`config.mk`:
```
export PLATFORM = sky130hd
export DESIGN_NAME = conv_sched
export DESIGN_NICKNAME = d
export VERILOG_FILES = /design/src/rtl/conv_sched_pkg.sv /design/src/rtl/conv_sched_param_fifo.sv /design/src/rtl/conv_sched.sv
export SDC_FILE = /design/constraint.sdc
export NUM_CORES = 1
export LEC_CHECK = 0
export BUFFER_PORTS_ARGS = -buffer_cell sky130_fd_sc_hd__buf_2
export CORE_ASPECT_RATIO = 1.25
export CORE_MARGIN = 2
export CORE_UTILIZATION = 45
export DETAILED_ROUTE_END_ITERATION = 16
export PLACE_DENSITY = 0.72
export SLEW_MARGIN = 20
export SYNTH_ARGS = -nofsm -noshare
export SYNTH_HDL_FRONTEND = slang
export SYNTH_SLANG_ARGS = --single-unit
```
`constraint.sdc`:
```
create_clock -name clk -period 4.29 [get_ports clk]
set_clock_uncertainty 0.2 [all_clocks]
set_input_delay 0.6435 -clock clk [delete_from_list [all_inputs] [get_ports clk]]
set_output_delay 0.6435 -clock clk [all_outputs]
set_load 0.01 [all_outputs]
```
`src/rtl/conv_sched_pkg.sv`:
```
// Shared definitions for the conv layer scheduler.
// Contents: the FSM state enum, command codes carried in the command word,
// the bit positions of the bias and weights in a parameter word, the error bit indices,
// and a helper that turns a channel count into its last index.
package conv_sched_pkg;

  typedef enum logic [2:0] {
    ST_IDLE,
    ST_FETCH,
    ST_LOAD,
    ST_RUN,
    ST_NEXT,
    ST_DONE
  } sched_state_e;

  localparam logic [1:0] CMD_NOP   = 2'd0;
  localparam logic [1:0] CMD_START = 2'd1;
  localparam logic [1:0] CMD_ABORT = 2'd2;

  localparam int BIAS_MSB = 79;
  localparam int BIAS_LSB = 72;
  localparam int WGT_W    = 72;

  localparam int ERR_OVF  = 0;
  localparam int ERR_BUSY = 1;

  // Last index for a channel count. A zero count never runs a pass,
  // so it maps to 0 instead of wrapping to 63.
  function automatic logic [5:0] last_index(input logic [5:0] count);
    return (count == 6'd0) ? 6'd0 : count - 6'd1;
  endfunction

endpackage

```
`src/rtl/conv_sched_param_fifo.sv`:
```
// sched_param_fifo: synchronous FIFO that holds bias+weight words until the
// scheduler fetches them for a kernel pass.
// Ports:
//   clk, rst     clock and synchronous active-high reset
//   push, wdata  write request and data (dropped when full unless a pop occurs in the same cycle)
//   pop, rdata   read request; rdata always shows the head entry
//   flush        discards all entries; wins over a same-cycle push or pop
//   full, empty  occupancy flags
module sched_param_fifo #(
  parameter int DEPTH = 4,
  parameter int WIDTH = 80
) (
  input  logic             clk,
  input  logic             rst,
  input  logic             push,
  input  logic             pop,
  input  logic             flush,
  input  logic [WIDTH-1:0] wdata,
  output logic [WIDTH-1:0] rdata,
  output logic             full,
  output logic             empty
);

  localparam int AW = (DEPTH > 1) ? $clog2(DEPTH) : 1;
  localparam int CW = AW + 1;

  logic [WIDTH-1:0] mem [DEPTH];
  logic [AW-1:0]    wr_ptr;
  logic [AW-1:0]    rd_ptr;
  logic [CW-1:0]    count;
  logic             do_push;
  logic             do_pop;

  assign full  = (count == CW'(DEPTH));
  assign empty = (count == '0);
  assign rdata = mem[rd_ptr];

  // A pop frees the head slot in the same cycle, so a push into a full
  // FIFO is still accepted when it is paired with a pop.
  assign do_push = push && (!full || pop) && !flush;
  assign do_pop  = pop && !empty && !flush;

  // Pointers wrap naturally because DEPTH is a power of two.
  always_ff @(posedge clk) begin
    if (rst || flush) begin
      wr_ptr <= '0;
      rd_ptr <= '0;
      count  <= '0;
    end else begin
      if (do_push) wr_ptr <= wr_ptr + AW'(1);
      if (do_pop)  rd_ptr <= rd_ptr + AW'(1);
      case ({do_push, do_pop})
        2'b10:   count <= count + CW'(1);
        2'b01:   count <= count - CW'(1);
        default: count <= count;
      endcase
    end
  end

  always_ff @(posedge clk) begin
    if (do_push) mem[wr_ptr] <= wdata;
  end

endmodule

```
`src/rtl/conv_sched.sv`:
```
// conv_sched: sequences the conv datapath for one layer.
// The command word arrives from the AXI-Lite config block and is registered once
// before the FSM decodes it. START therefore reaches the FSM one cycle after it is
// presented, and the same applies to ABORT.
// Each kernel pass runs FETCH (pop params) -> LOAD (o_kload) -> RUN (wait for i_pass_done) -> NEXT.
// Passes are ordered with oc in the outer loop and ic in the inner loop.
// Ports:
//   clk, rst                              clock, synchronous active-high reset
//   i_state/i_layer/i_num_ic/i_num_oc/i_valid   command word
//   i_params, i_params_valid              bias+weight pushes into the param FIFO
//   i_pass_done                           PE/DMA finished the current pass
//   o_kload, o_bias, o_weights            kernel load pulse and held kernel data
//   o_pass_start, o_first_ic, o_last_ic   pass control towards the PE array
//   o_layer, o_ic, o_oc                   current indices
//   o_busy, o_done, o_err                 status
// Optional feature: define SCHED_PERF_EN to add o_busy_cycles, a saturating busy-cycle counter.
module conv_sched
  import conv_sched_pkg::*;
#(
  parameter int PARAM_DEPTH = 4,
  parameter int PARAM_W     = 80
) (
  input  logic               clk,
  input  logic               rst,
  input  logic [1:0]         i_state,
  input  logic [1:0]         i_layer,
  input  logic [5:0]         i_num_ic,
  input  logic [5:0]         i_num_oc,
  input  logic               i_valid,
  input  logic [PARAM_W-1:0] i_params,
  input  logic               i_params_valid,
  input  logic               i_pass_done,
  output logic               o_kload,
  output logic [7:0]         o_bias,
  output logic [WGT_W-1:0]   o_weights,
  output logic               o_pass_start,
  output logic               o_first_ic,
  output logic               o_last_ic,
  output logic [1:0]         o_layer,
  output logic [5:0]         o_ic,
  output logic [5:0]         o_oc,
  output logic               o_busy,
  output logic               o_done,
  output logic [1:0]         o_err
`ifdef SCHED_PERF_EN
  ,
  output logic [31:0]        o_busy_cycles
`endif
);

  sched_state_e state;
  sched_state_e next_state;

  logic         cmd_valid;
  logic [1:0]   cmd_code;
  logic [1:0]   cmd_layer;
  logic [5:0]   cmd_num_ic;
  logic [5:0]   cmd_num_oc;
  logic         start_cmd;
  logic         abort_cmd;

  logic         start_accept;
  logic         start_busy;
  logic         fifo_pop;
  logic         fifo_flush;
  logic         fifo_full;
  logic         fifo_empty;
  logic         fifo_overflow;
  logic [PARAM_W-1:0] fifo_rdata;

  logic [5:0]   ic_last;
  logic [5:0]   oc_last;
  logic         in_pass;
  logic [1:0]   err_next;

  // Command register: isolates the FSM from the config block timing.
  always_ff @(posedge clk) begin
    if (rst) begin
      cmd_valid  <= 1'b0;
      cmd_code   <= CMD_NOP;
      cmd_layer  <= '0;
      cmd_num_ic <= '0;
      cmd_num_oc <= '0;
    end else begin
      cmd_valid  <= i_valid;
      cmd_code   <= i_state;
      cmd_layer  <= i_layer;
      cmd_num_ic <= i_num_ic;
      cmd_num_oc <= i_num_oc;
    end
  end

  assign start_cmd = cmd_valid && (cmd_code == CMD_START);
  assign abort_cmd = cmd_valid && (cmd_code == CMD_ABORT);

  sched_param_fifo #(
    .DEPTH (PARAM_DEPTH),
    .WIDTH (PARAM_W)
  ) u_fifo (
    .clk   (clk),
    .rst   (rst),
    .push  (i_params_valid),
    .pop   (fifo_pop),
    .flush (fifo_flush),
    .wdata (i_params),
    .rdata (fifo_rdata),
    .full  (fifo_full),
    .empty (fifo_empty)
  );

  // A push is lost only when the FIFO is full with no pop to make room.
  // A push during a flush is discarded by the flush, not counted as an overflow.
  assign fifo_overflow = i_params_valid && fifo_full && !fifo_pop && !fifo_flush;

  always_ff @(posedge clk) begin
    if (rst) state <= ST_IDLE;
    else     state <= next_state;
  end

  // Abort is handled before the per-state logic. This gives it priority over
  // i_pass_done in RUN and prevents a pop during FETCH in the same cycle.
  always_comb begin
    next_state   = state;
    start_accept = 1'b0;
    start_busy   = 1'b0;
    fifo_pop     = 1'b0;
    fifo_flush   = 1'b0;
    if (state == ST_IDLE) begin
      if (start_cmd) begin
        start_accept = 1'b1;
        if (cmd_num_ic == 6'd0 || cmd_num_oc == 6'd0) next_state = ST_DONE;
        else                                          next_state = ST_FETCH;
      end
    end else if (abort_cmd) begin
      fifo_flush = 1'b1;
      next_state = ST_IDLE;
    end else begin
      start_busy = start_cmd;
      case (state)
        ST_FETCH: begin
          if (!fifo_empty) begin
            fifo_pop   = 1'b1;
            next_state = ST_LOAD;
          end
        end
        ST_LOAD: next_state = ST_RUN;
        ST_RUN: begin
          if (i_pass_done) next_state = ST_NEXT;
        end
        ST_NEXT: begin
          if (o_ic < ic_last || o_oc < oc_last) next_state = ST_FETCH;
          else                                  next_state = ST_DONE;
        end
        ST_DONE: next_state = ST_IDLE;
        default: next_state = ST_IDLE;
      endcase
    end
  end

  // Layer configuration and pass indices. ic and oc advance only while leaving NEXT.
  // After the last pass, ic has wrapped to 0 and oc holds the last index.
  always_ff @(posedge clk) begin
    if (rst) begin
      o_layer <= '0;
      ic_last <= '0;
      oc_last <= '0;
      o_ic    <= '0;
      o_oc    <= '0;
    end else if (start_accept) begin
      o_layer <= cmd_layer;
      ic_last <= last_index(cmd_num_ic);
      oc_last <= last_index(cmd_num_oc);
      o_ic    <= '0;
      o_oc    <= '0;
    end else if (state == ST_NEXT && !abort_cmd) begin
      if (o_ic < ic_last) begin
        o_ic <= o_ic + 6'd1;
      end else begin
        o_ic <= '0;
        if (o_oc < oc_last) o_oc <= o_oc + 6'd1;
      end
    end
  end

  // The kernel registers capture the FIFO head when it is popped.
  // They hold through LOAD and RUN until the next pop.
  always_ff @(posedge clk) begin
    if (rst) begin
      o_bias    <= '0;
      o_weights <= '0;
    end else if (fifo_pop) begin
      o_bias    <= fifo_rdata[BIAS_MSB:BIAS_LSB];
      o_weights <= fifo_rdata[WGT_W-1:0];
    end
  end

  // RUN is entered only from LOAD, so a flag registered on that transition
  // marks the first RUN cycle.
  always_ff @(posedge clk) begin
    if (rst) o_pass_start <= 1'b0;
    else     o_pass_start <= (state == ST_LOAD) && (next_state == ST_RUN);
  end

  // An accepted START clears the error bits. An event in the same cycle
  // still sets its bit.
  always_comb begin
    err_next = start_accept ? 2'b00 : o_err;
    if (fifo_overflow) err_next[ERR_OVF]  = 1'b1;
    if (start_busy)    err_next[ERR_BUSY] = 1'b1;
  end

  always_ff @(posedge clk) begin
    if (rst) o_err <= '0;
    else     o_err <= err_next;
  end

  // The pass flags hold for every state that belongs to a pass,
  // so the PE array sees them stable across LOAD and RUN.
  assign in_pass    = (state == ST_FETCH) || (state == ST_LOAD) ||
                      (state == ST_RUN)   || (state == ST_NEXT);
  assign o_first_ic = in_pass && (o_ic == 6'd0);
  assign o_last_ic  = in_pass && (o_ic == ic_last);
  assign o_kload    = (state == ST_LOAD);
  assign o_done     = (state == ST_DONE);
  assign o_busy     = (state != ST_IDLE);

`ifdef SCHED_PERF_EN
  // The counter restarts when a layer is accepted and freezes once the FSM returns to IDLE.
  always_ff @(posedge clk) begin
    if (rst)                                      o_busy_cycles <= '0;
    else if (start_accept)                        o_busy_cycles <= '0;
    else if (o_busy && o_busy_cycles != '1)       o_busy_cycles <= o_busy_cycles + 32'd1;
  end
`endif

endmodule

```
## Word-level counts from Yosys, hierarchy flattened

Memories as Yosys holds them, arrays and structs flattened. A register that Yosys moved wholly into a read port is not among the register bits.
Index checks and enable logic that the tools add are counted.

- Memory bits (writable): 320
- Bits in registers: 56
- Memories: 1
- Bits of input ports: 101

- Muxes and demuxes: 27
- Bitwise operators: 1
- $add $sub $neg: 8
- Order comparisons: 2
- Eq/ne operators: 12
- Reduce and logical (&&, ||, !) cells: 36

Memories:

| memory | words | width | rd ports | clocked after memory_dff | wr ports | line | text |
|---|---|---|---|---|---|---|---|
| u_fifo.mem | 4 | 80 | 1 | 1 | 1 | conv_sched_param_fifo.sv:27 | `logic [WIDTH-1:0] mem [DEPTH];` |

Operators with widths:

| cell | number |
|---|---|
| $mux W3 | 7 |
| $logic_not A6 Y1 | 3 |
| $mux W6 | 3 |
| $mux W1 | 14 |
| $logic_and A1 B1 Y1 | 13 |
| $add A6 B1 Y6 const B | 2 |
| $lt A6 B6 Y1 | 2 |
| $pmux W3 S4 | 1 |
| $sub A6 B1 Y6 const B | 2 |
| $eq A3 B2 Y1 const B | 3 |
| $eq A3 B3 Y1 const B | 3 |
| $logic_or A1 B1 Y1 | 7 |
| $eq A6 B6 Y1 | 1 |
| $logic_not A3 Y1 | 2 |
| $pmux W3 S2 | 1 |
| $reduce_bool A2 Y1 | 3 |
| $logic_not A1 Y1 | 5 |
| $add A2 B1 Y2 const B | 2 |
| $eq A2 B1 Y1 const B | 2 |
| $eq A2 B2 Y1 const B | 2 |
| $add A3 B1 Y3 const B | 1 |
| $eq A3 B1 Y1 const B | 1 |
| $reduce_and A3 Y1 | 1 |
| $reduce_bool A3 Y1 | 1 |
| 4 further kinds | 4 |

## Longest topological paths before layout

Gate-level depths: netlist of the first run.

- Depth in word-level cells: 10
- Mapped depth: 11
- Gate-level depth less buffers: 10

## Modules after synthesis

A second synthesis of the first run with hierarchy kept.

- Cells, all modules: 1,080
- Area, all modules: 17,060.1 µm²

By module, submodules not included:

| module | cells an instance | times used | area each (µm²) | sequential area each (µm²) |
|---|---|---|---|---|
| sched_param_fifo | 475 | 1 | 12,005.3 | 9,789.4 |
| conv_sched | 605 | 1 | 5,054.8 | 2,582.5 |

## Worst setup path before layout of the first run

No wires, ideal clock.

- Path kind: register -> register
- From: reg state[0]
- To: mem u_fifo.mem[1][0] (enable)
- Library setup time: 0.448 ns
- Arrival time: 2.705 ns
- Clock period less this slack: 3.353 ns
- Cell stages (with the launch flop): 5
- Path slack: 0.937 ns
- Cell sequence: dfxtp_1 > buf_2 > nand4b_1 > a32o_1 > and3_1

- Word-level cells in the longest chain between the ends: 9
- Elaborated cells between the ends (all ways): 12

RTL lines:

| item | line | text |
|---|---|---|
| start, declared | conv_sched.sv:51 | `sched_state_e state;` |
| start signal, assigned | conv_sched.sv:117 | `else state <= next_state;` |
| $eq A3 B1 Y1 | conv_sched.sv:139 | `case (state)` |
| $mux W1 | conv_sched.sv:139 |  |
| $mux W1 | conv_sched.sv:134 | `end else if (abort_cmd) begin` |
| $mux W1 | conv_sched.sv:128 | `if (state == ST_IDLE) begin` |
| $logic_or A1 B1 Y1 | conv_sched_param_fifo.sv:40 | `assign do_push = push && (!full \|\| pop) && !flush;` |
| $logic_and A1 B1 Y1 | conv_sched_param_fifo.sv:40 |  |
| $logic_and A1 B1 Y1 (*) | conv_sched_param_fifo.sv:40 |  |
| $mux W1 (*) | conv_sched_param_fifo.sv:61 | `if (do_push) mem[wr_ptr] <= wdata;` |
| $mux W1 (implied by the code) (*) | conv_sched_param_fifo.sv:61 |  |
| end, declared | conv_sched_param_fifo.sv:27 |  |

Mark *: on every way between the ends. The rest lies on a longest branch, timed or not.

## Final worst setup path of the first run

- From: reg state[0]
- To: reg u_fifo.count[2]

- Word-level cells in the longest chain between the ends: 9
- Elaborated cells between the ends (all ways): 17

RTL lines:

| item | line | text |
|---|---|---|
| $eq A3 B1 Y1 | conv_sched.sv:139 |  |
| $mux W1 | conv_sched.sv:139 |  |
| $mux W1 | conv_sched.sv:134 |  |
| $mux W1 | conv_sched.sv:128 |  |
| $logic_or A1 B1 Y1 | conv_sched_param_fifo.sv:40 |  |
| $logic_and A1 B1 Y1 (2 in a row) | conv_sched_param_fifo.sv:40 |  |
| $eq A2 B1 Y1 / $eq A2 B2 Y1 (equally long branches) | conv_sched_param_fifo.sv:52 | `case ({do_push, do_pop})` |
| $pmux W3 S2 / $reduce_bool A2 Y1 (equally long branches) | -- |  |
| end signal, assigned | conv_sched_param_fifo.sv:53 | `2'b10: count <= count + CW'(1);` |
| end signal, assigned | conv_sched_param_fifo.sv:54 | `2'b01: count <= count - CW'(1);` |
| end signal, assigned | conv_sched_param_fifo.sv:55 | `default: count <= count;` |
| end, declared | conv_sched_param_fifo.sv:30 | `logic [CW-1:0] count;` |

Several ways; a longest one is shown, not always the timed one.
A chain may end at the register's enable or synchronous reset.

==> results of run 1 <==
## layout by cell type (no fill, tap or decap), types with 3 or more instances in the layout
master,synthesis,final
buf_2,18,201
clkbuf_1,31,7
a21oi_1,95,95
nand3_1,12,12
and3_4,0,4
and3_1,7,3
edfxtp_1,320,320
xor2_1,8,8
nand2b_1,4,4
or3b_2,3,3
dfxtp_1,136,134
nor3_1,12,12
ha_1,21,21
o21ai_0,8,8
o22ai_1,11,11
nor2b_1,18,18
nor2_1,15,15
mux4_2,80,80
bufinv_16,0,7
clkinv_2,0,10
nand2_1,186,186
or3_1,9,9
clkbuf_8,0,7
nand4_1,3,3
inv_1,28,27
xnor2_1,7,7
diode_2,0,4
clkbuf_16,0,45
buf_4,0,14
o21ai_1,3,3
mux2i_1,3,3
nor3b_1,3,3
## per-layer routing
metal | GRT usage [%] | wire length, microns | up-vias
met3 | 4.36 | 2320 | 64
met1 | 22.2 | 14000 | 4822
met4 | 5.71 | 906 | 8
met2 | 31.6 | 18100 | 302
met5 | 0 | 43 | -
li1 | - | - | 4445
## layout make-up
type / count / area (sq um)
fill: 3026 / 17100
sequential: 456 / 12300
timing repair buffer: 216 / 1130
antenna: 4 / 10.0
multi-input combinational: 536 / 4310
inverter: 29 / 110
tap: 486 / 608
clock buffer: 61 / 1260
clock inverter: 23 / 324
## report_power, final
group	leakage (uW)	switching [uW]	internal [uW]
Combinational	0.00220	235	159
Sequential	0.00404	46.0	4880
Clock	0.000780	1640	2500
## worst max-delay path by stage
stage	start	to	slack (ps)	cells after the start
finish	state[0]	u_fifo.count[2]	1220	10
CTS	state[0]	u_fifo.count[2]	1230	10
floorplan	state[0]	u_fifo.mem[1][0]	940	4
detailed placement	state[0]	u_fifo.count[2]	1250	10
global placement	state[0]	u_fifo.count[2]	1280	10
global route	state[0]	u_fifo.count[2]	1090	10
## sequential cells by signal, summed over array words and instances (netlist names), 3 cells and up
name,flops
o_bias,8
ic_last,6
cmd_num_ic,6
u_fifo.mem,320
state,3
u_fifo.count,3
o_ic,6
oc_last,6
o_oc,6
o_weights,72
cmd_num_oc,6
## logic make-up (layout without fill, tap and decap cells)
family                   Yosys count  count (layout)  share of synthesized area, %
adder cells (fa/ha/maj)           22              22                          1.67
AO/OA/AOI/OAI                    131             131                          4.29
AND/OR/NAND/NOR                  285             285                          7.73
buffers and inverters             80             329                          1.91
other                              0               4                             0
multiplexers                      83              83                          10.8
flip-flops                       456             456                          72.8
XOR/XNOR                          15              15                         0.776
## stage by stage
step | util (%) | instance area [sq um] | cells | setup slack, ps | hold WS (ps)
floorplan | - | 16900 | 1072 | 937 | 229
global route | 54.1 | 20100 | 1810 | 1090 | 84.3
CTS | 54.0 | 20100 | 1807 | 1230 | 68.0
global placement | 49.8 | 18500 | 1723 | 1280 | 236
finish | 54.1 | 20100 | 1811 | 1220 | 96.8
detailed placement | 49.8 | 18500 | 1723 | 1250 | 234
## worst register-to-register path: cells and delay by family (launching register included)
family	cells	cell delay, ps
compound gates	2	480
xor+xnor	1	160
fa+ha+maj	2	600
buf+inv	2	120
flops	1	440
simple gates	3	1000
==> flow_summary.ini, run 1 <==
[grt]
grt_start_max_net_pins = 84
antenna_found_initial = 8
grt_usage_pct = 18.2
grt_pass1_wl_mm = 54.9
grt_pass1_vias = 9836
grt_overflow_total = 0

[critical_path]
crit_path_max_fanout = 13
slowest_stage = or4b_1
path_buf_inv = 2
crit_family = simple AND/OR/NAND/NOR gates
end_kind = register
timing.reg2reg.worst_path_depth = 10
path_cells = or4b_1 > a32o_1 > and2_4 > inv_2 > ha_1 > inv_1 > fa_1 > xor2_1 > or3_1 > a21oi_1
max_stage_delay_ps = 510
r2r_setup_slack_ps = 1220
r2r-end = u_fifo.count[2]
arrival_ps = 3350
required_ps = 4570
r2r-start = state[0]
start_kind = register
crit_type = reg2reg

[routing]
wl_mm = 35.4
vias = 9641
first_pass_iters = 5
drt-initial-drc-count = 640
drc = 0
viasPerCell = 5.32
drt-wirelength-per-cell_microns = 19.5
ant_nets = 0

[logic_synthesis]
syn_nets = 1195
synth_top_cell_by_area = edfxtp_1
synth_commonest_cells = edfxtp_1, nand2_1, dfxtp_1, a21oi_1, mux4_2
synthesis.area_sq_um = 16900
syn-mean-instance-area_sq_um = 15.8
ys_warn_count = 0
synth_edf_count = 320
ys_seq_elements = 456
synth_most_common_cell = edfxtp_1
yosysUniqueCellTypes = 50
synth_area_leaders = edfxtp_1, dfxtp_1, mux4_2
synth_seq_area_share_pct = 72.8
synth-main-ff-cell = edfxtp_1
synth_top_area_share_pct = 56.7
ys_async_sr_fraction_pct = 0
synth_cells = 1072

[sta]
rsz0062_at_grt = false
setup_viol = 0
slew_headroom_pct = 28.1
fin_setup_tns_ps = 0
fin_crit_ps = 3070
finalMaxSlewViolations = 0
period_share_pct = 71.6
max_clock_freq_ghz = 0.326
max_slew.worst_pin.slew_ps = 1080
hold_violations = 0

[hold_path]
min_to = cmd_layer[1]
hold_depth = 2
hold_path.startpoint = i_layer[1]
hp-class = in2reg

[placement]
dp_hpwl_mm = 21.4
port-buffer-count = 202
gp_congestion = 0.902

[finish]
drive_above_1_share_pct = 29.5
area.growth.synth_to_final_pct = 18.6
final_net_count = 1407

[clocking]
cts_setup_buffers = 0
insertion_delay_ps = 560
numCtsBuffers = 45
cts_tree = yes
ctsResizeCount = 0
numClockSinks = 456
cts_root_buffer = clkbuf_16
cts.clk_slew.worst_paths_ps = 60
clockBufferDepth = 3
h-tree-depth = 2
cts_hold_buf = 0

[run_status]
status = completed

[power]
powerDensity_nw_per_um2 = 471
power.total_uw = 9460
power.leakage_uw = 0.00702
peakVddDrop_mv = 0.377

[floorplanning]
core_sq_um = 37200
row_count = 79
die_y_microns = 221
die_area_sq_um = 39200
die_x_microns = 178
initial_core_util_pct = 45.6
pin_count = 203

[job]
cap_viol_max_count = 0
(Power assumes the default switching activity.)
==> run 2: changes to the inputs <==
PLACE_DENSITY = 0.75   (was 0.72)
clock period = 2.5 ns   (was 4.29 ns; I/O delays follow)
==> flow_summary.ini, run 2 (synthesized netlist as in run 1, its figures left out) <==
[critical_path]
timing.reg2reg.worst_path_depth = 10
r2r_setup_slack_ps = -130
crit_path_max_fanout = 2
crit_type = reg2reg
arrival_ps = 2890
r2r-start = state[0]
r2r-end = u_fifo.count[2]
required_ps = 2760
start_kind = register
end_kind = register

[routing]
wl_mm = 37.1
vias = 10200
drt-initial-drc-count = 599
viasPerCell = 5.27
drt-wirelength-per-cell_microns = 19.2
ant_nets = 0
first_pass_iters = 5
drc = 0

[placement]
dp_hpwl_mm = 21.2
gp_congestion = 0.869
pre_cts_slack_ps = -145
port-buffer-count = 202
place_inst = 1748

[clocking]
insertion_delay_ps = 540
cts_root_buffer = clkbuf_16
clockBufferDepth = 3
cts.clk_slew.worst_paths_ps = 60
cts_tree = yes
numClockSinks = 456
numCtsBuffers = 45
h-tree-depth = 2

[finish]
area.growth.synth_to_final_pct = 25.7
nFillCells = 2833
layout_common_cells = edfxtp_1, buf_2, nand2_1, dfxtp_1, dlygate4sd3_1
final_net_count = 1533
antennaDiodeCount = 0
multiInputGateArea_sq_um = 4330
max_flop_register = u_fifo.mem
mostFrequentLayoutCell = edfxtp_1
seqCellArea_sq_um = 12300
final_cells = 1932
top_regs = u_fifo.mem: 320 flops, o_weights: 72 flops, o_bias: 8 flops
drive_above_1_share_pct = 29.0
largest_reg_flops = 320
fin_util_pct = 57.3

[power]
power.leakage_uw = 0.00755
powerDensity_nw_per_um2 = 752
power.total_uw = 16000
peakVddDrop_mv = 0.783

[hold_path]
min_to = state[1]
hold_depth = 4
hold_path.startpoint = i_pass_done
hp-class = in2reg

[sta]
period_share_pct = 105
finalMaxSlewViolations = 0
rsz0062_at_grt = true
slew_headroom_pct = 40.3
hold_violations = 0
max_slew.worst_pin.slew_ps = 895
fin_crit_ps = 2630
layout_setup_ws_ps = -134
fin_setup_tns_ps = -143
max_clock_freq_ghz = 0.380
setup_viol = 2

[grt]
grt_pass1_vias = 10800
grt_start_max_net_pins = 81
grt_usage_pct = 19.1
antenna_found_initial = 0
grt_pass1_wl_mm = 58.5
grt_overflow_total = 0

[floorplanning]
die_x_microns = 178
row_count = 79
initial_core_util_pct = 45.6
die_y_microns = 221
die_area_sq_um = 39200
pin_count = 203
core_sq_um = 37200

[run_status]
status = finished, violations left
violations = setup timing

[job]
cap_viol_max_count = 0
run 2: changes by cell type in the layout (fill, tap and decap cells not counted), sizes merged:
cell and change:
diode -4, bufinv -4, clkinv +1, clkinvlp -1, clkbuf +1, buf +27, inv +2, dlygate4sd3 +99
run 2: what timing repair did:
action,CTS,global route
cloned,0,0
resized for setup,3,5
endpoints found under the hold margin,339,0
pin swaps,1,0
hold buffers,99,0
buffers inserted,1,1
endpoints found under the setup margin,2,5
run 2: how the worst max path moves through the flow:
stage	cells past startpoint	startpoint	end	slack [ps]
2_1_floorplan	10	state[0]	u_fifo.count[2]	-100
3_3_place_gp	10	state[0]	u_fifo.count[2]	-120
3_5_place_dp	10	u_fifo.count[1]	u_fifo.count[2]	-150
4_1_cts	10	u_fifo.count[1]	u_fifo.count[2]	-140
5_1_grt	10	state[0]	u_fifo.count[2]	-190
6_report	10	state[0]	u_fifo.count[2]	-130
run 2: per-layer routing:
layer,GRT usage [%],vias up,part of all wire (%)
met1,23.2,5075,39
met2,33.8,348,52
met5,0,-,0
met4,5.84,0,2.5
li1,-,4690,-
met3,4.02,71,6.6
run 2: area by class of cell:
| cell class | count | share of cell area (%) |
|---|---|---|
| Multi-Input combinational cell | 536 | 20.3 |
| Clock inverter | 21 | 0.911 |
| Timing Repair Buffer | 342 | 11.3 |
| Tap cell | 486 | 2.86 |
| Sequential cell | 456 | 58.0 |
| Inverter | 29 | 0.535 |
| Clock buffer | 62 | 6.06 |
run 2: worst max-delay path, stage by stage, from the launching register on:
cell and delay [ps]:
dfxtp_2 320, or4b_1 510, a32o_2 280, and2_4 150, inv_4 60, ha_4 120, inv_2 30, fa_2 320
xor2_1 150, or3_1 310, a21oi_1 120
run 2: through the flow:
| step | hold slack (ps) | area (sq um) |
|---|---|---|
| floorplan | 229 | 17000 |
| global placement | 236 | 18800 |
| detailed placement | 243 | 18800 |
| CTS | 16.1 | 21300 |
| global route | 47.0 | 21300 |
| finish | 49.3 | 21300 |
run 2: power breakdown:
group / total (uW) / internal (uW) / switching (uW) / leakage (uW)
clock: 6720 / 3940 / 2780 / 0.000735
sequential: 8450 / 8370 / 76.3 / 0.00404
combinational: 854 / 404 / 450 / 0.00278
==> run 3: changes to the inputs <==
CELL_PAD_IN_SITES_DETAIL_PLACEMENT = 0   (was unset)
CELL_PAD_IN_SITES_GLOBAL_PLACEMENT = 1   (was unset)
CORE_UTILIZATION = 44   (was 45)
HOLD_SLACK_MARGIN = 0.02   (was unset)
PLACE_DENSITY = 0.84   (was 0.75)
==> flow_summary.ini, run 3 (synthesized netlist as in run 1, its figures left out) <==
[clocking]
h-tree-depth = 2
numCtsBuffers = 45
cts_tree = yes
cts.clk_slew.worst_paths_ps = 60
clockBufferDepth = 3
numClockSinks = 456
insertion_delay_ps = 550
cts_root_buffer = clkbuf_16

[grt]
grt_pass1_wl_mm = 58.3
grt_pass1_vias = 10600
grt_usage_pct = 18.6
antenna_found_initial = 3
grt_start_max_net_pins = 84
grt_overflow_total = 0

[routing]
ant_nets = 0
drt-wirelength-per-cell_microns = 19.2
viasPerCell = 5.25
vias = 10200
drc = 0
drt-initial-drc-count = 611
wl_mm = 37.5
first_pass_iters = 5

[finish]
final_area_sq_um = 21400
max_flop_register = u_fifo.mem
drive_above_1_share_pct = 28.5
final_net_count = 1541
top_regs = u_fifo.mem: 320 flops, o_weights: 72 flops, o_bias: 8 flops
area.growth.synth_to_final_pct = 26.7
mostFrequentLayoutCell = edfxtp_1
largest_reg_flops = 320
fin_util_pct = 56.4
layout_common_cells = edfxtp_1, buf_2, nand2_1, dfxtp_1, dlygate4sd3_1
nFillCells = 2930

[floorplanning]
initial_core_util_pct = 44.5
die_y_microns = 223
core_sq_um = 38000
row_count = 80
die_x_microns = 179
die_area_sq_um = 40100
pin_count = 203

[critical_path]
required_ps = 2760
end_kind = register
crit_path_max_fanout = 2
start_kind = register
arrival_ps = 2940
crit_type = reg2reg

[placement]
dpl_cell_area_sq_um = 18800
port-buffer-count = 202
gp_congestion = 0.855
dp_hpwl_mm = 20.3
pre_cts_slack_ps = -180

[power]
power.total_uw = 16200
powerDensity_nw_per_um2 = 754
peakVddDrop_mv = 0.558
power.leakage_uw = 0.00761

[sta]
setup_viol = 2
max_clock_freq_ghz = 0.374
hold_violations = 0
layout_setup_ws_ps = -177
max_slew.worst_pin.slew_ps = 662
slew_headroom_pct = 55.6
fin_crit_ps = 2680
rsz0062_at_grt = true
finalMaxSlewViolations = 0
period_share_pct = 107

[hold_path]
hp-class = in2reg

[run_status]
status = finished, violations left
violations = setup timing

[job]
cap_viol_max_count = 0
## run 3: metrics by stage
| stage | TNS, ps | hold WS, ps | instances |
|---|---|---|---|
| after floorplan | -105 | 229 | 1072 |
| after global placement | -175 | 232 | 1745 |
| after detailed placement | -271 | 240 | 1745 |
| after CTS | -195 | 34.8 | 1942 |
| after global routing | -6530 | 63.8 | 1949 |
| final | -235 | 61.8 | 1949 |
## run 3: cell type report
class | count | area, sq um | share of cell area [%]
Sequential cell | 456 | 12300 | 57.5
Multi-Input combinational cell | 536 | 4330 | 20.2
Timing Repair Buffer | 350 | 2520 | 11.8
Clock buffer | 60 | 1200 | 5.61
Tap cell | 492 | 616 | 2.87
Clock inverter | 23 | 309 | 1.44
Inverter | 29 | 113 | 0.525
Antenna cell | 3 | 7.51 | 0.0350
## run 3: what timing repair did
item,4_1_cts,5_1_grt
setup endpoints to repair,2,4
pin swaps,1,1
endpoints found under the hold margin,338,0
resized for setup,3,5
hold buffers,110,0
buffers inserted,4,4
## run 3: final timing paths
kind	from	to	slack, ps	cells past startpoint
worst min register to register	cmd_layer[1]	o_layer[1]	250	2
worst max register to register	state[0]	u_fifo.count[2]	-180	10
worst min-delay path	i_pass_done	state[1]	60	4
worst max-delay path	state[0]	u_fifo.count[2]	-180	10
## run 3: power by group
part           internal, uW  switching [uW]  total (uW)
logic                   415             458         873
registers              8370            74.5        8450
clock network          4040            2820        6860
total                 12800            3350       16200
## run 3: worst max-delay path: stages (launching register included)
cell and delay [ps]:
dfxtp_2 320, or4b_1 510, a32o_2 300, and2_4 160
inv_4 60, ha_4 130, inv_2 40, fa_2 330
xor2_1 150, or3_1 310, a21oi_1 120
## run 3: routing by layer
layer	global-route usage [%]	up-vias	share of wire, %
met5	0	-	0
met1	22.9	5150	40
met4	5.56	0	1.9
met2	33.6	302	52
met3	3.10	48	5.2
li1	-	4723	-
